**src/rtl/serial_link_pkg.sv**
```systemverilog
// +--------------------------------------------------------------------+
// | serial_link_pkg: shared types/constants for the 4-bit serial link   |
// | Rev 1.0                                                             |
// +--------------------------------------------------------------------+
`default_nettype none

package serial_link_pkg;

    localparam int SER_WIDTH_DEFAULT = 4;

    typedef enum logic [0:0] {
        RX_IDLE = 1'b0,
        RX_RECV = 1'b1
    } rx_state_e;

endpackage

`default_nettype wire

```
**src/rtl/serial_to_parallel_rx_holding.sv**
```systemverilog
// +--------------------------------------------------------------------+
// | rx_out_holding_reg: one-word valid/ready output register with       |
// | overrun detect. Rev 1.0                                             |
// +--------------------------------------------------------------------+
`default_nettype none

module rx_out_holding_reg #(
    parameter int WIDTH = 4
) (
    input  logic             clk,
    input  logic             reset,
    input  logic [WIDTH-1:0] word_i,
    input  logic             complete_i,
    input  logic             ready_i,
    output logic [WIDTH-1:0] data_o,
    output logic             valid_o,
    output logic             overrun_o
);

    logic [WIDTH-1:0] data_q, data_d;
    logic             valid_q, valid_d;
    logic             overrun_q, overrun_d;
    logic             load;

    always_comb begin
        load      = complete_i & (~valid_q | ready_i);
        data_d    = data_q;
        valid_d   = valid_q;
        overrun_d = complete_i & valid_q & ~ready_i;
        if (load) begin
            data_d  = word_i;
            valid_d = 1'b1;
        end else if (valid_q & ready_i) begin
            valid_d = 1'b0;
        end
    end

    always_ff @(posedge clk or posedge reset) begin
        if (reset) begin
            data_q    <= '0;
            valid_q   <= 1'b0;
            overrun_q <= 1'b0;
        end else begin
            data_q    <= data_d;
            valid_q   <= valid_d;
            overrun_q <= overrun_d;
        end
    end

    assign data_o    = data_q;
    assign valid_o   = valid_q;
    assign overrun_o = overrun_q;

endmodule

`default_nettype wire

```
**src/rtl/serial_to_parallel_rx.sv**
```systemverilog
// +--------------------------------------------------------------------+
// | serial_to_parallel_rx: bit-serial to WIDTH-bit word receiver with   |
// | valid/ready holding register. Rev 1.0                               |
// +--------------------------------------------------------------------+
`default_nettype none

module serial_to_parallel_rx
    import serial_link_pkg::*;
#(
    parameter int WIDTH     = SER_WIDTH_DEFAULT,
    parameter bit LSB_FIRST = 1'b1
) (
    input  logic             clk,
    input  logic             reset,
    input  logic             serial_i,
    input  logic             serial_valid_i,
    input  logic             clear_i,
    output logic [WIDTH-1:0] parallel_o,
    output logic             parallel_valid_o,
    input  logic             parallel_ready_i,
    output logic             busy_o,
    output logic             overrun_o
);

    localparam int               CNT_W    = $clog2(WIDTH);
    localparam logic [CNT_W-1:0] LAST_CNT = CNT_W'(WIDTH - 1);

    rx_state_e        state_q, state_d;
    logic [CNT_W-1:0] cnt_q, cnt_d;
    logic [WIDTH-1:0] shift_q, shift_d;
    logic [WIDTH-1:0] shift_nxt;
    logic             busy_q;
    logic             accept;
    logic             complete;

    generate
        if (LSB_FIRST) begin : g_lsb_first
            assign shift_nxt = {serial_i, shift_q[WIDTH-1:1]};
        end else begin : g_msb_first
            assign shift_nxt = {shift_q[WIDTH-2:0], serial_i};
        end
    endgenerate

    assign accept   = serial_valid_i & ~clear_i;
    assign complete = accept & (cnt_q == LAST_CNT);

    // clear_i has priority: a bit presented in the clear cycle is dropped
    always_comb begin
        shift_d = shift_q;
        cnt_d   = cnt_q;
        if (clear_i) begin
            shift_d = '0;
            cnt_d   = '0;
        end else if (serial_valid_i) begin
            shift_d = shift_nxt;
            cnt_d   = complete ? '0 : cnt_q + CNT_W'(1);
        end
    end

    always_comb begin
        state_d = state_q;
        case (state_q)
            RX_IDLE: if (accept)              state_d = RX_RECV;
            RX_RECV: if (clear_i || complete) state_d = RX_IDLE;
            default:                          state_d = RX_IDLE;
        endcase
    end

    always_ff @(posedge clk or posedge reset) begin
        if (reset) begin
            state_q <= RX_IDLE;
            cnt_q   <= '0;
            shift_q <= '0;
            busy_q  <= 1'b0;
        end else begin
            state_q <= state_d;
            cnt_q   <= cnt_d;
            shift_q <= shift_d;
            busy_q  <= (cnt_d != '0);
        end
    end

    assign busy_o = busy_q;

    rx_out_holding_reg #(
        .WIDTH(WIDTH)
    ) u_hold (
        .clk       (clk),
        .reset     (reset),
        .word_i    (shift_nxt),
        .complete_i(complete),
        .ready_i   (parallel_ready_i),
        .data_o    (parallel_o),
        .valid_o   (parallel_valid_o),
        .overrun_o (overrun_o)
    );

endmodule

`default_nettype wire
```
**config.mk**
```make
export PLATFORM = sky130hd
export DESIGN_NAME = serial_to_parallel_rx
export DESIGN_NICKNAME = d
export VERILOG_FILES = /design/src/rtl/serial_link_pkg.sv /design/src/rtl/serial_to_parallel_rx_holding.sv /design/src/rtl/serial_to_parallel_rx.sv
export SDC_FILE = /design/constraint.sdc
export NUM_CORES = 1
export LEC_CHECK = 0
export CORE_MARGIN = 3
export CORE_UTILIZATION = 40
export DETAILED_ROUTE_END_ITERATION = 8
export GPL_TIMING_DRIVEN = 0
export PLACE_DENSITY = 0.7
export SLEW_MARGIN = 40
export SYNTH_ARGS = -nofsm -noshare
export SYNTH_HDL_FRONTEND = slang
export SYNTH_SLANG_ARGS = --single-unit
```
**constraint.sdc**
```tcl
create_clock -name clk -period 1.2 [get_ports clk]
set_input_delay 0.3 -clock clk [delete_from_list [all_inputs] [get_ports clk]]
set_output_delay 0.3 -clock clk [all_outputs]
set_load 0.005 [all_outputs]
```
Word-level counts from Yosys, hierarchy flattened

Index checks and enable logic that the tools add are counted.

Input port bits: 6
Memory bits (writable): 0
Logic and storage cells: 28
Bits in registers: 13
Output and inout bits: 7
ROM bits: 0
Memories: 0
Latch bits: 0

Magnitude comparators: 0
Bitwise gates (word level): 10
Shift operators: 0
Equality and inequality tests: 1
Divide/modulo/power cells: 0
Multiply operators: 0
Muxes and demuxes: 7
Reduce and logical (&&, ||, !) cells: 3
$add $sub $neg: 1

Operator list:

| operator                                                      | number |
|---|---|
| 4-bit two-way mux                                             | 2 |
| 1-bit AND                                                     | 6 |
| 2-bit two-way mux                                             | 3 |
| 2-bit nonzero test                                            | 3 |
| 1-bit inverter                                                | 3 |
| 2-bit by 1-bit adder with 2-bit output, second input constant | 1 |
| 2-bit equality test, second input constant                    | 1 |
| 1-bit two-way mux                                             | 2 |
| 1-bit OR                                                      | 1 |

Longest topological paths before layout

Gate-level depths: netlist (run 1).

Word-level depth: 7
Mapped depth: 4
Depth with buffers taken out: 4

Modules after synthesis

A second synthesis (run 1) with hierarchy kept.

Cell total of the unflattened synthesis: 42
Area total of the unflattened synthesis: 538.0 sq um

By module, submodules not included:

| module                | seq. area each (sq um) | cells an instance | area each (sq um) | times used |
|---|---|---|---|---|
| serial_to_parallel_rx | 150.1                  | 26                | 287.8             | 1 |
| rx_out_holding_reg    | 150.1                  | 16                | 250.2             | 1 |

Worst setup path after synthesis (run 1)

OpenSTA, ideal clock, no wires.

Kind: register to register
Start: reg cnt_q[0]
End: reg u_hold.data_q[0], in the netlist u_hold.data_o[0]
Data required time: 1075 ps
Stages on the path, launching flop included: 5
Setup time: 125 ps
Clock period less this slack: 1263 ps
Arrival time: 1138 ps
Path slack: -63 ps
Path buffers: 0
Path through: dfrtp_1 > ha_1 > nand3b_4 > nor2b_4 > mux2_4

Word-level cells in the longest chain between the ends: 3

RTL lines:

| what                   | line                                | RTL |
|---|---|---|
| from (decl)            | serial_to_parallel_rx.sv:29         | `logic [CNT_W-1:0] cnt_q, cnt_d;` |
| from (signal assigned) | serial_to_parallel_rx.sv:77         | `cnt_q <= cnt_d;` |
| 2-bit equality test    | serial_to_parallel_rx.sv:45         | `assign complete = accept & (cnt_q == LAST_CNT);` |
| 1-bit AND              | serial_to_parallel_rx.sv:45         |  |
| 1-bit AND              | serial_to_parallel_rx_holding.sv:26 | `load = complete_i & (~valid_q \| ready_i);` |
| to (signal assigned)   | serial_to_parallel_rx_holding.sv:44 | `data_q <= data_d;` |
| to (decl)              | serial_to_parallel_rx_holding.sv:20 | `logic [WIDTH-1:0] data_q, data_d;` |

No other way between the ends.
A chain may end at the register's enable or synchronous reset.

Worst setup path in the final report (run 1)

Start: reg cnt_q[1]
End: reg u_hold.data_q[0], in the netlist u_hold.data_o[0]

The elaborated chain is that of the path after synthesis.

==> results of run 1 <==
-- metal layers --
metal	part of all wire [%]	GRT usage, %	routed length (um)
met1	35	11.92	351
met2	56	25.23	557
met3	6.4	3.863	64
met4	2.3	7.453	23
met5	0	0	0
-- logic make-up after synthesis --
kind of cell / after synthesis / synth area share (%)
AO/OA/AOI/OAI: 2 / 2.153
adder cells (fa/ha/maj): 1 / 2.392
buffers and inverters: 2 / 2.870
flip-flops: 12 / 57.42
multiplexers: 8 / 19.14
AND/OR/NAND/NOR: 12 / 16.03
-- where the power goes --
group | switching [mW] | internal [mW] | leakage [nW]
logic | 0.0446 | 0.0715 | 0.227
registers | 0.0144 | 0.425 | 0.163
clock network | 0.141 | 0.185 | 0.0210
-- sequential cells by signal, indices dropped and copies added, names as in the netlist --
| name | count |
|---|---|
| busy_o | 1 |
| cnt_q | 2 |
| shift_q | 3 |
| u_hold.data_o | 4 |
| u_hold.overrun_o | 1 |
| u_hold.valid_o | 1 |
-- synth_stat cells --
| master | instances | area (um2) |
|---|---|---|
| sky130_fd_sc_hd__a21oi_1 | 1 | 5.000 |
| sky130_fd_sc_hd__nand2b_1 | 1 | 6.260 |
| sky130_fd_sc_hd__inv_1 | 1 | 3.750 |
| sky130_fd_sc_hd__nand2_1 | 2 | 7.510 |
| sky130_fd_sc_hd__nand2b_4 | 1 | 13.76 |
| sky130_fd_sc_hd__mux2_4 | 4 | 60.06 |
| sky130_fd_sc_hd__nor2b_4 | 1 | 13.76 |
| sky130_fd_sc_hd__ha_1 | 1 | 12.51 |
| sky130_fd_sc_hd__nor2_1 | 6 | 22.52 |
| sky130_fd_sc_hd__mux2i_1 | 4 | 40.04 |
| sky130_fd_sc_hd__a31oi_1 | 1 | 6.260 |
| sky130_fd_sc_hd__nand3b_4 | 1 | 20.02 |
| sky130_fd_sc_hd__dfrtp_1 | 12 | 300.3 |
| sky130_fd_sc_hd__buf_6 | 1 | 11.26 |
-- timing repair --
item                                    in CTS  in global routing
cloned                                       0                  0
pin swaps                                    1                  1
endpoints found under the setup margin      11                  7
endpoints found under the hold margin        0                  0
resized for setup                           16                  3
hold buffers                                 0                  0
setup buffers                                7                  2
-- layout make-up --
class                           instances  area (um2)  area share, %
Timing Repair Buffer                   20       161.4          21.50
Inverter                                1       3.754         0.5000
Sequential cell                        12       300.3          40.00
Multi-Input combinational cell         23       220.2          29.33
Tap cell                               14       17.52          2.333
Clock buffer                            4       36.28          4.833
Buffer                                  1       11.26          1.500
-- metrics by stage --
stage	std cells	hold WS, ps
final	75	319.8
after global routing	75	329.3
after CTS	73	325.5
after detailed placement	62	511.6
after global placement	62	496.7
after floorplan	37	164.7
-- worst paths after layout --
| path | to | slack, ps | depth (start not counted) |
|---|---|---|---|
| max in group asynchronous | cnt_q[1] | 580 | 2 |
| setup reg to reg | u_hold.data_o[0] | -90 | 4 |
| hold reg to reg | u_hold.data_o[2] | 550 | 1 |
| min in group clk | cnt_q[0] | 320 | 3 |
| setup / recovery | u_hold.data_o[0] | -90 | 4 |
| hold / removal | busy_o | 320 | 2 |
==> load_flow_metrics.sql, run 1 <==
INSERT INTO impl_metrics (metric_group, metric, value, unit) VALUES
('timing', 'setup_repair_after_global_routing_missed_its_margin', 'yes', ''),
('layout', 'final_common_cell', 'sky130_fd_sc_hd__dfrtp_1', ''),
('setup_path', 'critical_path.max_fanout', '4', ''),
('status', 'run_status', 'finished, violations left', ''),
('timing', 'slew_of_the_pin_with_the_lowest_slew_margin', '430.4', 'ps'),
('clock_tree', 'cts_buffers', '3', ''),
('layout', 'finalCoreUtilization', '64.10', '%'),
('clock_tree', 'cts_root_buffer', 'sky130_fd_sc_hd__clkbuf_4', ''),
('clock_tree', 'total_clock_sinks', '12', ''),
('synthesis', 'synth.avg_cell_area', '14.14', 'um2'),
('timing', 'report.final.setup_viol', '4', ''),
('floorplan', 'floorplan.die_area', '1777', 'um2'),
('setup_path', 'cp_num_buf_inv', '0', ''),
('setup_path', 'critPathKind', 'reg -> reg', ''),
('status', 'violations', 'setup timing', ''),
('power_and_ir_drop', 'total_power', '0.8804', 'mW'),
('routing', 'detailroute.via_count', '359', ''),
('global_routing', 'grtUsageTotal', '13.19', '%'),
('layout', 'final_cell_area', '750.7', 'um2'),
('global_routing', 'antenna_violations_before_repair', '0', ''),
('routing', 'wire_length_reported_by_the_detailed_router', '997', 'um'),
('synthesis', 'seq_area_frac_synth', '57.42', '%'),
('synthesis', 'yosys.cell_types.count', '14', ''),
('place', 'worst_slack_at_placement', '-505.7', 'ps'),
('setup_path', 'slowest_stage', 'sky130_fd_sc_hd__dfrtp_1', ''),
('clock_tree', 'cts_tree', 'done', ''),
('routing', 'wl_per_cell', '13.29', 'um'),
('floorplan', 'overall_die_width', '42.16', 'um'),
('global_routing', 'global_route.overflow_total', '0', ''),
('setup_path', 'critical_path_endpoint_category', 'register', ''),
('routing', 'post_drt_via_cell_ratio', '4.787', ''),
('timing', 'fin_ws', '-87.81', 'ps'),
('setup_path', 'cp-startpoint', 'cnt_q[1]', ''),
('timing', 'fin_skew', '0.9795', 'ps'),
('power_and_ir_drop', 'maximum_resistive_drop_on_vdd', '0.5671', 'mV'),
('place', 'gp_congestion', '0.6841', ''),
('setup_path', 'path_cells', 'ha_4 -> nand3b_4 -> nor2b_4 -> mux2_4', ''),
('timing', 'hold_viol', '0', ''),
('global_routing', 'grt_pass1_vias', '384', ''),
('routing', 'post_route_drc_violation_count', '0', ''),
('synthesis', 'post_synth_design_cell_area', '523.0', 'um2'),
('global_routing', 'grt_pass1_wl', '1.690', 'mm'),
('floorplan', 'core.rowCount', '12', ''),
('setup_path', 'timing.critical_path.max_delay_family', 'flip-flops', ''),
('clock_tree', 'clock_tree.htree_level_count', '1', ''),
('power_and_ir_drop', 'leakage', '0.4111', 'nW'),
('layout', 'finish.net_count', '69', ''),
('setup_path', 'worst_path_largest_cell_delay', '410', 'ps'),
('timing', 'max_slew_margin_vs_limit', '71.27', '%'),
('layout', 'area.growth.synth_to_final', '43.54', '%'),
('floorplan', 'floorplan.initialDensity', '44.66', '%'),
('floorplan', 'design.core.area', '1171', 'um2'),
('layout', 'drive_gt1_share', '40.98', '%'),
('routing', 'detailedRoute.firstIterationViolations', '4', ''),
('timing', 'totalNegativeSetupSlack', '-328.6', 'ps'),
('layout', 'most_frequent_cells_in_the_layout', 'sky130_fd_sc_hd__dfrtp_1 (12), sky130_fd_sc_hd__buf_4 (9), sky130_fd_sc_hd__nor2_1 (6)', ''),
('layout', 'insertedDiodeCount', '0', ''),
('routing', 'drt_pre_antenna_iters', '3', ''),
('synthesis', 'synth-seq-cells', '12', ''),
('global_routing', 'grt_start_max_net_pins', '13', ''),
('setup_path', 'worst-endpoint-arrival', '1450', 'ps'),
('timing', 'fmax', '0.7765', 'GHz'),
('worst_hold_path', 'hold_path.class', 'in -> async', ''),
('setup_path', 'crit-reg2reg-launch', 'cnt_q[1]', ''),
('clock_tree', 'clock_insertion_delay_at_the_later_pin_of_the_skew_report', '270', 'ps'),
('synthesis', 'synthesis.nets', '44', ''),
('place', 'post_dp_cell_area', '653.1', 'um2'),
('synthesis', 'yosys_warnings', '0', ''),
('timing', 'report.final.slew_viol_count', '0', ''),
('power_and_ir_drop', 'cellPowerDensity', '1173', 'nW/um2'),
('timing', 'timing.final.crit_period', '1288', 'ps'),
('floorplan', 'fp.dieH', '42.16', 'um'),
('routing', 'antenna_violating_nets_post_route', '0', ''),
('timing', 'timing.final.crit_share', '107.3', '%'),
('setup_path', 'worstPathRequired', '1360', 'ps'),
('clock_tree', 'clock_tree_buf_depth', '2', ''),
('run', 'maxCapViolations', '0', ''),
('floorplan', 'num_io_pins', '13', ''),
('place', 'io_buffers', '11', ''),
('layout', 'layout.filler_cells', '90', ''),
('setup_path', 'startpoint_type', 'register', ''),
('clock_tree', 'worst_setup_hold_path_clk_slew', '80', 'ps'),
('synthesis', 'netlist_instances', '37', '');
Note: power is estimated with default switching activity, not from simulation.
==> run 2: changes to the inputs <==
- SLEW_MARGIN: 40 -> 5
==> results of run 2 <==
Final layout, timing and power as in run 1 (identical DEF).
==> run 3: changes to the inputs <==
- clock period: 1.2 -> 1.1 ns (I/O delays scaled with it)
==> load_flow_metrics.sql, run 3 (synthesis gave the netlist of run 1 again) <==
INSERT INTO impl_metrics (metric_group, metric, value, unit) VALUES
('status', 'run_status', 'finished, violations left', ''),
('status', 'violations', 'setup timing', ''),
('timing', 'timing.final.crit_period', '1277', 'ps'),
('layout', 'fin_cells', '75', ''),
('timing', 'hold_viol', '0', ''),
('power_and_ir_drop', 'cellPowerDensity', '1299', 'nW/um2'),
('global_routing', 'global_route.overflow_total', '0', ''),
('setup_path', 'worstPathRequired', '1260', 'ps'),
('global_routing', 'grt_pass1_wl', '1.704', 'mm'),
('power_and_ir_drop', 'maximum_resistive_drop_on_vdd', '0.5808', 'mV'),
('timing', 'setup_repair_after_global_routing_missed_its_margin', 'yes', ''),
('floorplan', 'floorplan.die_area', '1777', 'um2'),
('clock_tree', 'cts_buffers', '3', ''),
('floorplan', 'overall_die_width', '42.16', 'um'),
('clock_tree', 'cts_tree', 'done', ''),
('routing', 'drt_pre_antenna_iters', '3', ''),
('timing', 'report.final.setup_viol', '4', ''),
('floorplan', 'fp.dieH', '42.16', 'um'),
('clock_tree', 'clock_insertion_delay_at_the_later_pin_of_the_skew_report', '270', 'ps'),
('layout', 'insertedDiodeCount', '0', ''),
('layout', 'finalCoreUtilization', '62.61', '%'),
('timing', 'fmax', '0.7829', 'GHz'),
('place', 'gp_congestion', '0.6841', ''),
('setup_path', 'critical_path_endpoint_category', 'register', ''),
('layout', 'final_common_cell', 'sky130_fd_sc_hd__dfrtp_1', ''),
('place', 'dp_cells', '62', ''),
('power_and_ir_drop', 'leakage', '0.4160', 'nW'),
('setup_path', 'worst-endpoint-arrival', '1440', 'ps'),
('routing', 'post_drt_via_cell_ratio', '4.827', ''),
('timing', 'report.final.slew_viol_count', '0', ''),
('routing', 'antenna_violating_nets_post_route', '0', ''),
('clock_tree', 'clock_tree_buf_depth', '2', ''),
('run', 'maxCapViolations', '0', ''),
('floorplan', 'floorplan.initialDensity', '44.66', '%'),
('global_routing', 'grt_pass1_vias', '388', ''),
('global_routing', 'grtUsageTotal', '13.01', '%'),
('timing', 'fin_skew', '1.651', 'ps'),
('layout', 'finish.net_count', '69', ''),
('clock_tree', 'clock_tree.htree_level_count', '1', ''),
('routing', 'detailroute.via_count', '362', ''),
('layout', 'largest_register_ff_count', '4', ''),
('timing', 'fin_ws', '-177.4', 'ps'),
('timing', 'timing.final.crit_share', '116.1', '%'),
('routing', 'detailedRoute.firstIterationViolations', '1', ''),
('routing', 'wire_length_reported_by_the_detailed_router', '1.000', 'mm'),
('setup_path', 'startpoint_type', 'register', ''),
('place', 'io_buffers', '11', ''),
('routing', 'post_route_drc_violation_count', '0', ''),
('timing', 'worst_hold_slack', '299.9', 'ps'),
('routing', 'wl_per_cell', '13.33', 'um'),
('floorplan', 'num_io_pins', '13', ''),
('setup_path', 'critPathKind', 'reg -> reg', ''),
('worst_hold_path', 'hold_path.class', 'in -> async', ''),
('clock_tree', 'total_clock_sinks', '12', ''),
('floorplan', 'design.core.area', '1171', 'um2'),
('global_routing', 'antenna_violations_before_repair', '0', ''),
('timing', 'max_slew_margin_vs_limit', '70.99', '%'),
('layout', 'area.growth.synth_to_final', '40.19', '%'),
('global_routing', 'grt_start_max_net_pins', '13', ''),
('floorplan', 'core.rowCount', '12', ''),
('clock_tree', 'postCtsHoldBufs', '0', ''),
('clock_tree', 'worst_setup_hold_path_clk_slew', '70', 'ps'),
('power_and_ir_drop', 'total_power', '0.9521', 'mW'),
('layout', 'most_frequent_cells_in_the_layout', 'sky130_fd_sc_hd__dfrtp_1 (12), sky130_fd_sc_hd__buf_4 (9), sky130_fd_sc_hd__buf_2 (6)', ''),
('clock_tree', 'cts_root_buffer', 'sky130_fd_sc_hd__clkbuf_4', ''),
('timing', 'slew_of_the_pin_with_the_lowest_slew_margin', '434.6', 'ps'),
('layout', 'drive_gt1_share', '49.18', '%'),
('setup_path', 'critical_path.max_fanout', '4', '');
run 3: cell types whose count changed in the layout (fill, tap and decap cells not counted), sizes merged:
cell,previous run,this run
buf,10,16
clkdlybuf4s15,4,0
clkbuf,7,5
run 3: timing repair:
action | CTS | global route
hold endpoints to repair | 0 | 0
gates resized for setup | 28 | 2
endpoints found under the setup margin | 11 | 8
setup buffers | 7 | 3
pin swaps | 1 | 4
run 3: cell type report:
| class | instances | area (um2) |
|---|---|---|
| timing repair buffer | 20 | 141.4 |
| clock buffer | 4 | 36.28 |
| sequential | 12 | 300.3 |
| fill | 91 | 437.9 |
| multi-input combinational | 23 | 222.7 |
| tap | 14 | 17.52 |
| inverter | 1 | 3.754 |
| buffer | 1 | 11.26 |
run 3: through the flow:
stage	worst slack (ps)	area [um2]	setup TNS (ps)
finish	-177.4	733.2	-689.9
detailed placement	-580.7	653.1	-2733
global placement	-529.7	653.1	-2391
CTS	-180.2	720.7	-737.7
floorplan	-145.6	525.5	-582.6
global route	-225.4	733.2	-937.1
run 3: path summary, 6_finish.rpt:
check,startpoint,endpoint,slack (ps),cells after the start
worst min register to register,shift_q[1],u_hold.data_o[0],550,1
worst max-delay path,cnt_q[1],u_hold.data_o[0],-180,4
worst max register to register,cnt_q[1],u_hold.data_o[0],-180,4
max in group asynchronous,reset,u_hold.valid_o,500,2
worst min-delay path,reset,u_hold.data_o[1],300,2
min in group clk,serial_valid_i,cnt_q[0],310,3
run 3: power breakdown:
group	internal, mW	switching (mW)	leakage [nW]	total [mW]
sequential	0.463	0.0148	0.163	0.478
combinational	0.0759	0.0501	0.232	0.126
clock	0.201	0.147	0.0210	0.348
total	0.740	0.212	0.416	0.952
run 3: worst max-delay path: stages, from the launching register on:
cell and delay (ps):
sky130_fd_sc_hd__dfrtp_1 400, sky130_fd_sc_hd__ha_4 160, sky130_fd_sc_hd__nand3b_4 80, sky130_fd_sc_hd__nor2b_4 200, sky130_fd_sc_hd__mux2_4 320
run 3: metal layers:
| metal | part of all wire (%) | routed length [um] | vias up | track usage, % |
|---|---|---|---|---|
| met5 | 0 | 0 | - | 0 |
| met4 | 1.7 | 17 | 0 | 5.590 |
| met3 | 6.7 | 67 | 2 | 4.292 |
| met2 | 56 | 557 | 11 | 25.23 |
| met1 | 36 | 357 | 177 | 11.92 |
| li1 | - | - | 172 | - |
